**config.mk**
```make
export PLATFORM = sky130hd
export DESIGN_NAME = dvi_timing_gen_flat
export DESIGN_NICKNAME = d
export VERILOG_FILES = /design/src/rtl/dvi_timing_gen_if.sv /design/src/rtl/dvi_timing_gen.sv /design/src/flat_wrapper.sv
export SDC_FILE = /design/constraint.sdc
export NUM_CORES = 1
export LEC_CHECK = 0
export CAP_MARGIN = 25
export CORE_MARGIN = 2
export CORE_UTILIZATION = 57
export DETAILED_ROUTE_END_ITERATION = 8
export GPL_TIMING_DRIVEN = 0
export PLACE_DENSITY_LB_ADDON = 0.05
export SKIP_CTS_REPAIR_TIMING = 1
export SYNTH_ARGS = -nofsm -noshare
export SYNTH_HDL_FRONTEND = slang
export SYNTH_SLANG_ARGS = --single-unit
```
**constraint.sdc**
```tcl
create_clock -name clk -period 5.7 [get_ports clk]
set_clock_uncertainty 0.2 [all_clocks]
set_input_delay 1.14 -clock clk [delete_from_list [all_inputs] [get_ports clk]]
set_output_delay 1.14 -clock clk [all_outputs]
set_load 0.01 [all_outputs]
```
**src/rtl/dvi_timing_gen_if.sv**
```systemverilog
// dvi_timing_gen_if: raster timing bus between the timing generator and the TMDS encoder/pixel source.
//   ce          pixel-advance enable (driven by slave)
//   x, y        current pixel column / line
//   dena        active video flag
//   hsync/vsync sync pulses in configured polarity
//   ctrl        {vsync,hsync} for encoder channel 0
//   line_start  first pixel of each line
//   frame_start first pixel of each frame
interface dvi_timing_gen_if #(parameter int CW = 11);
  logic          ce;
  logic [CW-1:0] x;
  logic [CW-1:0] y;
  logic          dena;
  logic          hsync;
  logic          vsync;
  logic [1:0]    ctrl;
  logic          line_start;
  logic          frame_start;
  modport master (input ce, output x, y, dena, hsync, vsync, ctrl, line_start, frame_start);
  modport slave (output ce, input x, y, dena, hsync, vsync, ctrl, line_start, frame_start);
endinterface

```
**src/rtl/dvi_timing_gen.sv**
```systemverilog
// dvi_timing_gen: video raster timing generator feeding the TMDS encoders.
//   clk   pixel-domain clock
//   rstn  asynchronous active-low reset
//   bus   timing bus (master side): ce in; x, y, dena, hsync, vsync, ctrl, line_start, frame_start out
module dvi_timing_gen #(
  parameter int H_ACTIVE = 640,
  parameter int H_FP     = 16,
  parameter int H_SYNC   = 96,
  parameter int H_BP     = 48,
  parameter int V_ACTIVE = 480,
  parameter int V_FP     = 10,
  parameter int V_SYNC   = 2,
  parameter int V_BP     = 33,
  parameter bit HS_POL   = 1'b0,
  parameter bit VS_POL   = 1'b0,
  parameter int CW       = 11
) (
  input logic              clk,
  input logic              rstn,
  dvi_timing_gen_if.master bus
);
  localparam int H_TOTAL = H_ACTIVE + H_FP + H_SYNC + H_BP;
  localparam int V_TOTAL = V_ACTIVE + V_FP + V_SYNC + V_BP;
  localparam logic [CW-1:0] H_LAST = CW'(H_TOTAL - 1);
  localparam logic [CW-1:0] V_LAST = CW'(V_TOTAL - 1);
  // Range bounds carry one extra bit so an end bound equal to 2**CW still compares correctly.
  localparam logic [CW:0] H_ACT  = (CW+1)'(H_ACTIVE);
  localparam logic [CW:0] HS_BEG = (CW+1)'(H_ACTIVE + H_FP);
  localparam logic [CW:0] HS_END = (CW+1)'(H_ACTIVE + H_FP + H_SYNC);
  localparam logic [CW:0] V_ACT  = (CW+1)'(V_ACTIVE);
  localparam logic [CW:0] VS_BEG = (CW+1)'(V_ACTIVE + V_FP);
  localparam logic [CW:0] VS_END = (CW+1)'(V_ACTIVE + V_FP + V_SYNC);
  logic [CW-1:0] r_h, r_v, w_h_nxt, w_v_nxt;
  logic [CW:0]   w_hx, w_vx;
  logic          r_dena, r_hs, r_vs, r_ls, r_fs;
  logic          w_dena, w_hs, w_vs;
  // Outputs are decoded from the next count so they land in the same cycle as x/y.
  always_comb begin
    w_h_nxt = (r_h == H_LAST) ? '0 : r_h + 1'b1;
    w_v_nxt = (r_h != H_LAST) ? r_v : (r_v == V_LAST) ? '0 : r_v + 1'b1;
    w_hx    = {1'b0, w_h_nxt};
    w_vx    = {1'b0, w_v_nxt};
    w_dena  = (w_hx < H_ACT) && (w_vx < V_ACT);
    w_hs    = (w_hx >= HS_BEG && w_hx < HS_END) ? HS_POL : ~HS_POL;
    w_vs    = (w_vx >= VS_BEG && w_vx < VS_END) ? VS_POL : ~VS_POL;
  end
  always_ff @(posedge clk or negedge rstn)
    if (!rstn) begin
      r_h    <= H_LAST;
      r_v    <= V_LAST;
      r_dena <= 1'b0;
      r_hs   <= ~HS_POL;
      r_vs   <= ~VS_POL;
      r_ls   <= 1'b0;
      r_fs   <= 1'b0;
    end else if (bus.ce) begin
      r_h    <= w_h_nxt;
      r_v    <= w_v_nxt;
      r_dena <= w_dena;
      r_hs   <= w_hs;
      r_vs   <= w_vs;
      r_ls   <= (w_h_nxt == '0);
      r_fs   <= (w_h_nxt == '0) && (w_v_nxt == '0);
    end
  assign bus.x           = r_h;
  assign bus.y           = r_v;
  assign bus.dena        = r_dena;
  assign bus.hsync       = r_hs;
  assign bus.vsync       = r_vs;
  assign bus.ctrl        = {r_vs, r_hs};
  assign bus.line_start  = r_ls;
  assign bus.frame_start = r_fs;
endmodule

```
**src/flat_wrapper.sv**
```systemverilog
// flat-port wrapper written by rule: the top's interface ports become plain ports
module dvi_timing_gen_flat 
#(
  parameter int H_ACTIVE = 640,
  parameter int H_FP     = 16,
  parameter int H_SYNC   = 96,
  parameter int H_BP     = 48,
  parameter int V_ACTIVE = 480,
  parameter int V_FP     = 10,
  parameter int V_SYNC   = 2,
  parameter int V_BP     = 33,
  parameter bit HS_POL   = 1'b0,
  parameter bit VS_POL   = 1'b0,
  parameter int CW       = 11
)
  (clk, rstn, bus_ce, bus_x, bus_y, bus_dena, bus_hsync, bus_vsync, bus_ctrl, bus_line_start, bus_frame_start);
  dvi_timing_gen_if #(.CW(CW)) bus_i ();
  input logic clk;
  input logic rstn;
  input wire logic [$bits(bus_i.ce)-1:0] bus_ce;
  output wire logic [$bits(bus_i.x)-1:0] bus_x;
  output wire logic [$bits(bus_i.y)-1:0] bus_y;
  output wire logic [$bits(bus_i.dena)-1:0] bus_dena;
  output wire logic [$bits(bus_i.hsync)-1:0] bus_hsync;
  output wire logic [$bits(bus_i.vsync)-1:0] bus_vsync;
  output wire logic [$bits(bus_i.ctrl)-1:0] bus_ctrl;
  output wire logic [$bits(bus_i.line_start)-1:0] bus_line_start;
  output wire logic [$bits(bus_i.frame_start)-1:0] bus_frame_start;
  assign bus_i.ce = bus_ce;
  assign bus_x = bus_i.x;
  assign bus_y = bus_i.y;
  assign bus_dena = bus_i.dena;
  assign bus_hsync = bus_i.hsync;
  assign bus_vsync = bus_i.vsync;
  assign bus_ctrl = bus_i.ctrl;
  assign bus_line_start = bus_i.line_start;
  assign bus_frame_start = bus_i.frame_start;
  dvi_timing_gen #(.H_ACTIVE(H_ACTIVE), .H_FP(H_FP), .H_SYNC(H_SYNC), .H_BP(H_BP), .V_ACTIVE(V_ACTIVE), .V_FP(V_FP), .V_SYNC(V_SYNC), .V_BP(V_BP), .HS_POL(HS_POL), .VS_POL(VS_POL), .CW(CW)) u_core (.clk(clk), .rstn(rstn), .bus(bus_i));
endmodule
```
Word level (Yosys, flattened, before mapping)
Index checks and enable logic that the tools add are counted.
- register bits after elaboration: 27
- input port bits: 3
- output and inout port bits: 29
- word-level logic and storage cells: 29
- add/subtract/negate cells: 2
- magnitude comparators: 6
- equal/unequal tests: 3
- multiplexer cells: 5
- reductions and logical operators: 6
- operators with widths (kind ; count):
    $mux W11 ; 3
    $add A11 B1 Y11 const B ; 2
    $eq A11 B10 Y1 const B ; 2
    $logic_not A11 Y1 ; 2
    $lt A11 B10 Y1 const B ; 2
    $lt A11 B9 Y1 const B ; 2
    $ge A11 B10 Y1 const B ; 1
    $ge A11 B9 Y1 const B ; 1
    $ne A11 B10 Y1 const B ; 1
    $logic_and A1 B1 Y1 ; 4
    $mux W1 ; 2

Longest topological paths before layout
Gate-level depths: netlist (run 1).
- depth after elaboration: 6
- mapped depth: 10
- depth with buffers taken out: 8

Least setup slack after synthesis (run 1)
OpenSTA, ideal clock, no wires.
- path type: reg2reg
- from: register u_core.r_h[0], in the netlist u_core.bus.x[0]
- to: register u_core.r_vs, in the netlist u_core.bus.vsync
- setup time: 0.083 ns
- data arrival time: 2.359 ns
- data required time: 5.417 ns
- path slack: 3.058 ns
- cell stages (with the launch flop): 10
- path buffers: 2
- clock period less this slack: 2.642 ns
- cells stage by stage: dfstp_2 > ha_1 > and4_1 > buf_4 > nand3_2 > buf_6 > nor3b_2 > a21oi_1 > or4_1 > o32a_1
- longest elaborated chain between the ends: 5
- elaborated cells on any way between the ends: 6
- classes of those cells: order compare (2); eq/ne (1); mux (2); reduce/logical (1)
- ends and longest elaborated chain (item ; RTL line ; text):
    start: declaration ; dvi_timing_gen.sv:33 ; logic [CW-1:0] r_h, r_v, w_h_nxt, w_v_nxt;
    start signal: assignment ; dvi_timing_gen.sv:57 ; r_h <= w_h_nxt;
    $ne A11 B10 Y1 * ; dvi_timing_gen.sv:40 ; w_v_nxt = (r_h != H_LAST) ? r_v : (r_v == V_LAST) ? '0 : r_v + 1'b1;
    $mux W11 * ; dvi_timing_gen.sv:40 ;
    $ge A11 B9 Y1 / $lt A11 B9 Y1 (equally long branches) ; dvi_timing_gen.sv:45 ; w_vs = (w_vx >= VS_BEG && w_vx < VS_END) ? VS_POL : ~VS_POL;
    $logic_and A1 B1 Y1 * ; dvi_timing_gen.sv:45 ;
    $mux W1 * ; dvi_timing_gen.sv:45 ;
    end signal: assignment ; dvi_timing_gen.sv:53 ; r_vs <= ~VS_POL;
    end signal: assignment ; dvi_timing_gen.sv:61 ; r_vs <= w_vs;
    end: declaration ; dvi_timing_gen.sv:35 ; logic r_dena, r_hs, r_vs, r_ls, r_fs;
Every way passes the cells marked *; elsewhere a longest branch is shown, timed or not.
A chain may end at the register's enable or synchronous reset.

Worst setup path after layout (run 1)
- from: register u_core.r_h[0], in the netlist u_core.bus.x[0]
- to: register u_core.r_v[4], in the netlist u_core.bus.y[4]
- longest elaborated chain between the ends: 2
- ends and longest elaborated chain (item ; RTL line ; text):
    $ne A11 B10 Y1 ; dvi_timing_gen.sv:40 ;
    $mux W11 ; dvi_timing_gen.sv:40 ;
    end signal: assignment ; dvi_timing_gen.sv:58 ; r_v <= w_v_nxt;
    end: declaration ; dvi_timing_gen.sv:33 ;
Every way passes these cells.

==> flow_metrics.tcl, run 1 <==
set metrics [dict create \
    start_kind "register" \
    drive_gt1_frac 0.131 \
    slew_headroom 0.542 \
    ant_nets 0 \
    dieArea_sq_mm 0.00378 \
    ff_latch_area_sq_um 691 \
    setup-tns-final_ns 0 \
    rows 20 \
    fmax_mhz 342 \
    swShare 0.348 \
    yosysTopAreaCell "dfrtp_1" \
    crit_path_start "u_core.bus.x[0]$_DFFE_PN1P_" \
    antenna_cells 0 \
    numCtsBuffers 3 \
    vias 1793 \
    r2r-start "u_core.bus.x[0]$_DFFE_PN1P_" \
    synthFlopType "dfrtp_1" \
    setup.worst_path.end "u_core.bus.y[4]$_DFFE_PN0P_" \
    synth.ff_latch_count 27 \
    drt_first_pass_iters 4 \
    grt_first_pass_wirelength_um 7520 \
    ir_drop_uv 105 \
    switching_power_mw 0.182 \
    synth_nets 230 \
    cp_cell_sequence "ha_1 > and4_1 > buf_4 > and3_1 > buf_6 > buf_2 > nand2_1 > a41o_1 > o31ai_1" \
    whs_path_depth 2 \
    core-area_sq_mm 0.00310 \
    synth_area_leaders "dfrtp_1 (20%), dfstp_2 (17%), xnor2_1 (6.5%)" \
    yosysSeqAreaShare 0.366 \
    gp_congestion 0.915 \
    reg2reg_depth 9 \
    r2r_slack_ns 2.78 \
    cts_tree "done" \
    syn_inst 224 \
    drt_iter0_drc 129 \
    setup_viol 0 \
    dp_slack_ns 2.69 \
    hold_class "reg -> reg" \
    grt_max_degree 15 \
    reg2reg_to "u_core.bus.y[4]$_DFFE_PN0P_" \
    arrival_ns 2.96 \
    critical_path_class "reg -> reg" \
    pwr-share-seq 0.482 \
    min_period_ns 2.92 \
    grt_pass1_vias 1640 \
    hold-worst-slack_ns 0.321 \
    clkPwrFrac 0.160 \
    io_pins 32 \
    worst_slack_ns 2.78 \
    max_slew.worst_pin.slew_ns 0.685 \
    power.total_mw 0.522 \
    period_share 0.512 \
    ctsRootBufferMaster "clkbuf_4" \
    min_from "u_core.bus.dena$_DFFE_PN0P_" \
    clock_path_buffers 2 \
    htree_num_levels 1 \
    fin_cells 304 \
    clkTransAtPathRegs_ns 0.15 \
    routedWlPerCell_um 15.0 \
    synth_edf_count 0 \
    drv_slew 0 \
    synthDistinctLibCells 48 \
    synth_top_area_frac 0.199 \
    hold_viol_final 0 \
    max_cap_viol_count 0 \
    die_h_um 61.5 \
    status "finished clean" \
    synth_warnings 0 \
    avgViaCountPerCell 5.90 \
    clk_latency_ns 0.32 \
    track_usage 0.263 \
    antenna_found_initial 0 \
    critPathMaxFanout 10 \
    cp-end-kind "register" \
    overflow 0 \
    crit_slowest_cell "dfstp_2" \
    powerDensity_mw_per_mm2 228 \
    cp_slowest_stage_delay_ns 0.61 \
    area_growth_pct 21.6 \
    synthesis.area_sq_mm 0.00189 \
    rsz0062_at_grt "no" \
    multi_input_area_sq_mm 0.00105 \
    required_ns 5.74 \
    netlist_top_cells_count "nand2_1 (25), o21ai_0 (21), dfrtp_1 (15), nor2_1 (15), xnor2_1 (14)" \
    avgSynthCellArea_sq_um 8.42 \
    die_x_um 61.5 \
    pwr-share-comb 0.358 \
    port_buffers 31 \
    hpwlAfterDp_um 3350 \
    place_inst 300 \
    drt-total-wl_um 4550 \
    leakagePower_nw 0.886 \
    post-route-drc-count 0 \
    post-synth-top-count-cell "nand2_1" \
    async_flop_share 1.00 \
    nFillCells 276 \
    cts.sinks 27 \
    nNetsFinal 267 \
    start_util 0.608 \
    p_int_mw 0.341 \
]
-- kinds of logic (layout without fill, tap and decap cells) --
kind of cell	after synthesis	count (layout)	share of synthesized area
AO/OA/AOI/OAI	50	50	0.169
buffers and inverters	29	65	0.0763
AND/OR/NAND/NOR	93	93	0.266
XOR/XNOR	21	21	0.0975
multiplexers	1	1	0.00531
flip-flops	27	27	0.366
adder cells (fa/ha/maj)	3	3	0.0199
-- per-layer routing --
layer | routed length (um) | up-vias | global-route usage
li1 | - | 874 | -
met3 | 215 | 7 | 0.0315
met4 | 48 | 0 | 0.0942
met5 | 0 | - | 0
met1 | 1990 | 856 | 0.337
met2 | 2300 | 56 | 0.456
-- metrics by stage --
step	cell area (sq um)	util
2_1_floorplan	1890	-
3_3_place_gp	2250	0.725
3_5_place_dp	2270	0.730
4_1_cts	2290	0.739
5_1_grt	2290	0.739
6_report	2290	0.739
-- how the worst min path moves through the flow --
stage                                             end  slack, ns
final                     u_core.bus.dena$_DFFE_PN0P_       0.32
after global routing      u_core.bus.x[0]$_DFFE_PN1P_       0.34
after CTS                 u_core.bus.x[0]$_DFFE_PN1P_       0.33
after detailed placement  u_core.bus.dena$_DFFE_PN0P_       0.30
after global placement    u_core.bus.dena$_DFFE_PN0P_       0.29
after floorplan           u_core.bus.x[1]$_DFFE_PN1P_       0.31
-- flip-flops by register name (all words and copies together), names as in the netlist --
signal,cells
u_core.bus.x,11
u_core.bus.line_start,1
u_core.bus.dena,1
u_core.bus.frame_start,1
u_core.bus.y,11
u_core.bus.hsync,1
u_core.bus.vsync,1
-- power groups by stage --
stage,registers [mW],clock network [mW],logic [mW]
after floorplan,0.261,0,0.102
after global placement,0.253,0,0.181
after detailed placement,0.255,0,0.186
after CTS,0.252,0.0856,0.187
after global routing,0.256,0.0958,0.206
final,0.252,0.0835,0.187
-- worst max-delay path, delay by kind of cell (launching register included) --
family,cells,cell delay (ns)
AOI/OAI and AO/OA,2,0.55
buffers and inverters,3,0.55
and+or+nand+nor,3,0.66
adders and majority gates,1,0.26
DFF,1,0.61
-- layout make-up --
type | count | share of cell area
buffer | 19 | 0.0464
clock buffer | 4 | 0.0115
inverter | 10 | 0.0164
multi-input combinational | 168 | 0.459
sequential | 27 | 0.301
tap | 44 | 0.0240
timing repair buffer | 32 | 0.142
-- cells in the final DEF (no fill, tap or decap), types with 8 or more instances in the layout --
master,instances
clkdlybuf4s50_1,31
nand2_1,25
o21ai_0,21
nor2_1,15
dfrtp_1,15
xnor2_1,14
dfstp_2,12
nand3_1,11
inv_1,10
and3_1,9
nor3_1,8
No activity file was read; power rests on OpenSTA's default activity.
==> inputs of run 2 (changes only) <==
--- a/config.mk
+++ b/config.mk
@@ -7,7 +7,7 @@
 export LEC_CHECK = 0
 export CAP_MARGIN = 25
 export CORE_MARGIN = 2
-export CORE_UTILIZATION = 57
+export CORE_UTILIZATION = 53
 export DETAILED_ROUTE_END_ITERATION = 8
 export GPL_TIMING_DRIVEN = 0
 export PLACE_DENSITY_LB_ADDON = 0.05
==> constraint.sdc (replaced) <==
create_clock -name clk -period 2.8 [get_ports clk]
set_clock_uncertainty 0.2 [all_clocks]
set_input_delay 0.56 -clock clk [delete_from_list [all_inputs] [get_ports clk]]
set_output_delay 0.56 -clock clk [all_outputs]
set_load 0.01 [all_outputs]
==> flow_metrics.tcl, run 2 (synthesized netlist as in run 1, its figures left out) <==
set metrics [dict create \
    drive_gt1_frac 0.171 \
    hold_class "reg -> reg" \
    clk_latency_ns 0.33 \
    place_inst 302 \
    met2_length_um 2250 \
    clkTransAtPathRegs_ns 0.15 \
    drt_first_pass_iters 6 \
    gp_congestion 0.845 \
    core-area_sq_mm 0.00339 \
    max_cap_viol_count 0 \
    die_h_um 63.6 \
    start_kind "register" \
    wl_met3_um 120 \
    leakagePower_nw 0.900 \
    track_usage 0.241 \
    fin_cells 309 \
    grt_max_degree 16 \
    powerDensity_mw_per_mm2 461 \
    vias 1780 \
    io_pins 32 \
    utilization 0.694 \
    rsz0062_at_grt "no" \
    post-route-drc-count 0 \
    dieArea_sq_mm 0.00405 \
    critical_path_class "reg -> reg" \
    max_slew.worst_pin.slew_ns 0.633 \
    arrival_ns 2.78 \
    drt-total-wl_um 4510 \
    setup_viol 0 \
    wl_met1_um 2070 \
    nFillCells 291 \
    grt_pass1_vias 1732 \
    fmax_mhz 370 \
    antenna_found_initial 0 \
    grt_first_pass_wirelength_um 7830 \
    cp-end-kind "register" \
    final_common_cell "clkdlybuf4s50_1" \
    die_x_um 63.6 \
    ant_nets 0 \
    hold_viol_final 0 \
    drt_iter0_drc 98 \
    cts.sinks 27 \
    drv_slew 0 \
    slew_headroom 0.577 \
    critPathMaxFanout 8 \
    port_buffers 31 \
    cts_tree "done" \
    min_period_ns 2.70 \
    start_util 0.556 \
    setup-tns-final_ns 0 \
    routedWlPerCell_um 14.6 \
    overflow 0 \
    numCtsBuffers 3 \
    status "finished clean" \
    layout_common_cells "clkdlybuf4s50_1 (31), nand2_1 (24), o21ai_0 (21), nor2_1 (15), xnor2_1 (14)" \
    clock_path_buffers 2 \
    ctsRootBufferMaster "clkbuf_4" \
    ir_drop_uv 210 \
    nNetsFinal 270 \
    top_layer_used "met4" \
    rows 21 \
    area_growth_pct 24.8 \
    htree_num_levels 1 \
    avgViaCountPerCell 5.76 \
    hpwlAfterDp_um 3280 \
    antenna_cells 0 \
    period_share 0.964 \
    required_ns 2.88 \
]
## run 2: changes by cell type in the layout (fill, tap and decap cells not counted), moves of 2 or more
cell | before | now
ha_1 | 3 | 1
dfrtp_2 | 0 | 2
dfrtp_1 | 15 | 13
buf_4 | 3 | 7
clkbuf_1 | 7 | 5
## run 2: layout make-up
type	count	area, sq um	share of cell area
well taps	46	57.6	0.0245
plain buffers	17	103	0.0436
flip-flops and latches	27	693	0.295
multi-input cells	168	1070	0.456
repair buffers	37	363	0.154
clock buffers	4	26.3	0.0112
inverters	10	37.5	0.0159
## run 2: metrics by stage
stage,setup WS [ns],area (sq um),power [mW],hold slack (ns)
final,0.101,2350,1.08,0.331
after global routing,0.00664,2350,1.17,0.360
after CTS,-0.0349,2290,1.07,0.330
after detailed placement,-0.00741,2270,0.895,0.296
after global placement,-0.0251,2250,0.883,0.301
after floorplan,0.158,1890,0.739,0.0644
## run 2: power breakdown
group          internal [mW]  switching (mW)  leakage (nW)
sequential             0.458          0.0560         0.327
clock                 0.0560           0.119        0.0150
combinational          0.194           0.202         0.559
## run 2: critical path, cell delays in order, from the launching register on
cell	delay [ns]
dfstp_2	0.62
ha_4	0.17
and4_1	0.20
buf_6	0.13
and3_1	0.17
buf_6	0.13
nand2_1	0.06
xor2_1	0.15
or4_1	0.51
o32a_1	0.30
## run 2: worst paths after layout
check	startpoint	end	slack (ns)	cells after the start
setup / recovery	u_core.bus.x[0]$_DFFE_PN1P_	u_core.bus.vsync$_DFFE_PN1P_	0.10	9
hold / removal	u_core.bus.dena$_DFFE_PN0P_	u_core.bus.dena$_DFFE_PN0P_	0.33	2
setup reg to reg	u_core.bus.x[0]$_DFFE_PN1P_	u_core.bus.vsync$_DFFE_PN1P_	0.10	9
hold reg to reg	u_core.bus.dena$_DFFE_PN0P_	u_core.bus.dena$_DFFE_PN0P_	0.33	2
max in group asynchronous	rstn	u_core.bus.x[9]$_DFFE_PN1P_	1.40	2
min in group asynchronous	rstn	u_core.bus.y[10]$_DFFE_PN0P_	0.40	1
## run 2: metal layers
| layer | global-route usage | vias up |
|---|---|---|
| li1 | - | 872 |
| met1 | 0.318 | 862 |
| met2 | 0.409 | 37 |
| met3 | 0.0268 | 9 |
| met4 | 0.0842 | 0 |
| met5 | 0 | - |
==> inputs of run 3 (changes only) <==
--- a/config.mk
+++ b/config.mk
@@ -7,7 +7,8 @@
 export LEC_CHECK = 0
 export CAP_MARGIN = 25
 export CORE_MARGIN = 2
-export CORE_UTILIZATION = 53
+export CORE_UTILIZATION = 59
+export CTS_BUF_LIST = sky130_fd_sc_hd__clkbuf_8
 export DETAILED_ROUTE_END_ITERATION = 8
 export GPL_TIMING_DRIVEN = 0
 export PLACE_DENSITY_LB_ADDON = 0.05
==> constraint.sdc (replaced) <==
create_clock -name clk -period 3.2 [get_ports clk]
set_clock_uncertainty 0.2 [all_clocks]
set_input_delay 0.64 -clock clk [delete_from_list [all_inputs] [get_ports clk]]
set_output_delay 0.64 -clock clk [all_outputs]
set_load 0.01 [all_outputs]
==> flow_metrics.tcl, run 3 (synthesized netlist as in run 1, its figures left out) <==
set metrics [dict create \
    period_share 0.887 \
    antenna_cells 0 \
    grt_max_degree 17 \
    nNetsFinal 267 \
    htree_num_levels 1 \
    reg2reg_to "u_core.bus.frame_start$_DFFE_PN0P_" \
    ff_latch_area_sq_um 691 \
    hold-worst-slack_ns 0.320 \
    drv_slew 0 \
    core-area_sq_mm 0.00305 \
    leakagePower_nw 0.903 \
    antenna_found_initial 0 \
    clk_latency_ns 0.27 \
    post-route-drc-count 0 \
    cts.sinks 27 \
    io_pins 32 \
    port_buffers 31 \
    routedWlPerCell_um 14.9 \
    ant_nets 0 \
    die_x_um 60.5 \
    setup_viol 0 \
    cts_tree "done" \
    hold_viol_final 0 \
    clkTransAtPathRegs_ns 0.09 \
    r2r-start "u_core.bus.y[0]$_DFFE_PN0P_" \
    critPathMaxFanout 10 \
    clock_path_buffers 2 \
    reg2reg_depth 8 \
    ir_drop_uv 230 \
    max_cap_viol_count 0 \
    drt_iter0_drc 126 \
    setup-tns-final_ns 0 \
    die_h_um 60.5 \
    area_growth_pct 23.2 \
    hold_end "u_core.bus.x[0]$_DFFE_PN1P_" \
    layout_common_cells "clkdlybuf4s50_1 (31), nand2_1 (25), o21ai_0 (21), nor2_1 (15), dfrtp_1 (15)" \
    drt_first_pass_iters 4 \
    slew_headroom 0.551 \
    cp-end-kind "register" \
    nFillCells 245 \
    arrival_ns 2.80 \
    numCtsBuffers 3 \
    drive_gt1_frac 0.131 \
    avgViaCountPerCell 5.94 \
    critical_path_class "reg -> reg" \
    track_usage 0.270 \
    min_period_ns 2.84 \
    dieArea_sq_mm 0.00366 \
    fmax_mhz 352 \
    worst_slack_ns 0.363 \
    status "finished clean" \
    vias 1807 \
    r2r_slack_ns 0.36 \
    required_ns 3.16 \
    max_slew.worst_pin.slew_ns 0.671 \
    drt-total-wl_um 4520 \
    min_from "u_core.bus.x[0]$_DFFE_PN1P_" \
    utilization 0.761 \
    start_kind "register" \
    dp_slack_ns 0.396 \
    hpwlAfterDp_um 3200 \
    ctsRootBufferMaster "clkbuf_8" \
    overflow 0 \
    rows 20 \
    place_inst 300 \
    grt_first_pass_wirelength_um 7510 \
    gp_congestion 0.920 \
    multi_input_area_sq_mm 0.00105 \
    whs_path_depth 1 \
    final_common_cell "clkdlybuf4s50_1" \
    powerDensity_mw_per_mm2 418 \
    grt_pass1_vias 1610 \
    fin_cells 304 \
    hold_class "reg -> reg" \
    rsz0062_at_grt "no" \
    start_util 0.618 \
]
-- run 3: critical path: stages (launching register included) --
cell and delay (ns):
dfrtp_1 0.55, ha_1 0.20, clkbuf_1 0.31, nand3_1 0.22, or3b_2 0.50, a211o_1 0.26, o21ai_0 0.07, nand3_1 0.09
o32ai_1 0.32
-- run 3: per-stage QoR --
stage               area, sq um  power, mW
floorplan                  1890      0.646
global placement           2250      0.773
detailed placement         2280      0.781
CTS                        2320      0.974
global route               2320       1.04
finish                     2320      0.971
-- run 3: worst max-delay path by stage --
stage | startpoint | slack, ns | cells past startpoint | endpoint
floorplan | u_core.bus.x[0]$_DFFE_PN1P_ | 0.56 | 9 | u_core.bus.vsync$_DFFE_PN1P_
global placement | u_core.bus.x[0]$_DFFE_PN1P_ | 0.39 | 9 | u_core.bus.y[4]$_DFFE_PN0P_
detailed placement | u_core.bus.x[0]$_DFFE_PN1P_ | 0.40 | 9 | u_core.bus.y[4]$_DFFE_PN0P_
CTS | u_core.bus.x[0]$_DFFE_PN1P_ | 0.36 | 9 | u_core.bus.y[4]$_DFFE_PN0P_
global route | u_core.bus.x[1]$_DFFE_PN1P_ | 0.13 | 9 | u_core.bus.y[4]$_DFFE_PN0P_
finish | u_core.bus.y[0]$_DFFE_PN0P_ | 0.36 | 8 | u_core.bus.frame_start$_DFFE_PN0P_
-- run 3: metal layers --
metal | GRT usage | up-vias | part of all wire
met2 | 0.464 | 76 | 0.50
met5 | 0 | - | 0
li1 | - | 873 | -
met1 | 0.364 | 852 | 0.42
met4 | 0.0683 | 0 | 0.0075
met3 | 0.0341 | 6 | 0.073
-- run 3: area by class of cell --
cell class / count / share of cell area
Clock buffer: 3 / 0.0178
Buffer: 19 / 0.0458
Inverter: 10 / 0.0162
Tap cell: 44 / 0.0237
Clock inverter: 1 / 0.00162
Sequential cell: 27 / 0.297
Timing Repair Buffer: 32 / 0.145
Multi-Input combinational cell: 168 / 0.452
-- run 3: power by group --
| part | switching, mW | internal (mW) | leakage (nW) | total (mW) |
|---|---|---|---|---|
| Combinational | 0.171 | 0.159 | 0.546 | 0.330 |
| Clock | 0.107 | 0.0861 | 0.0269 | 0.193 |
| Sequential | 0.0467 | 0.401 | 0.330 | 0.447 |
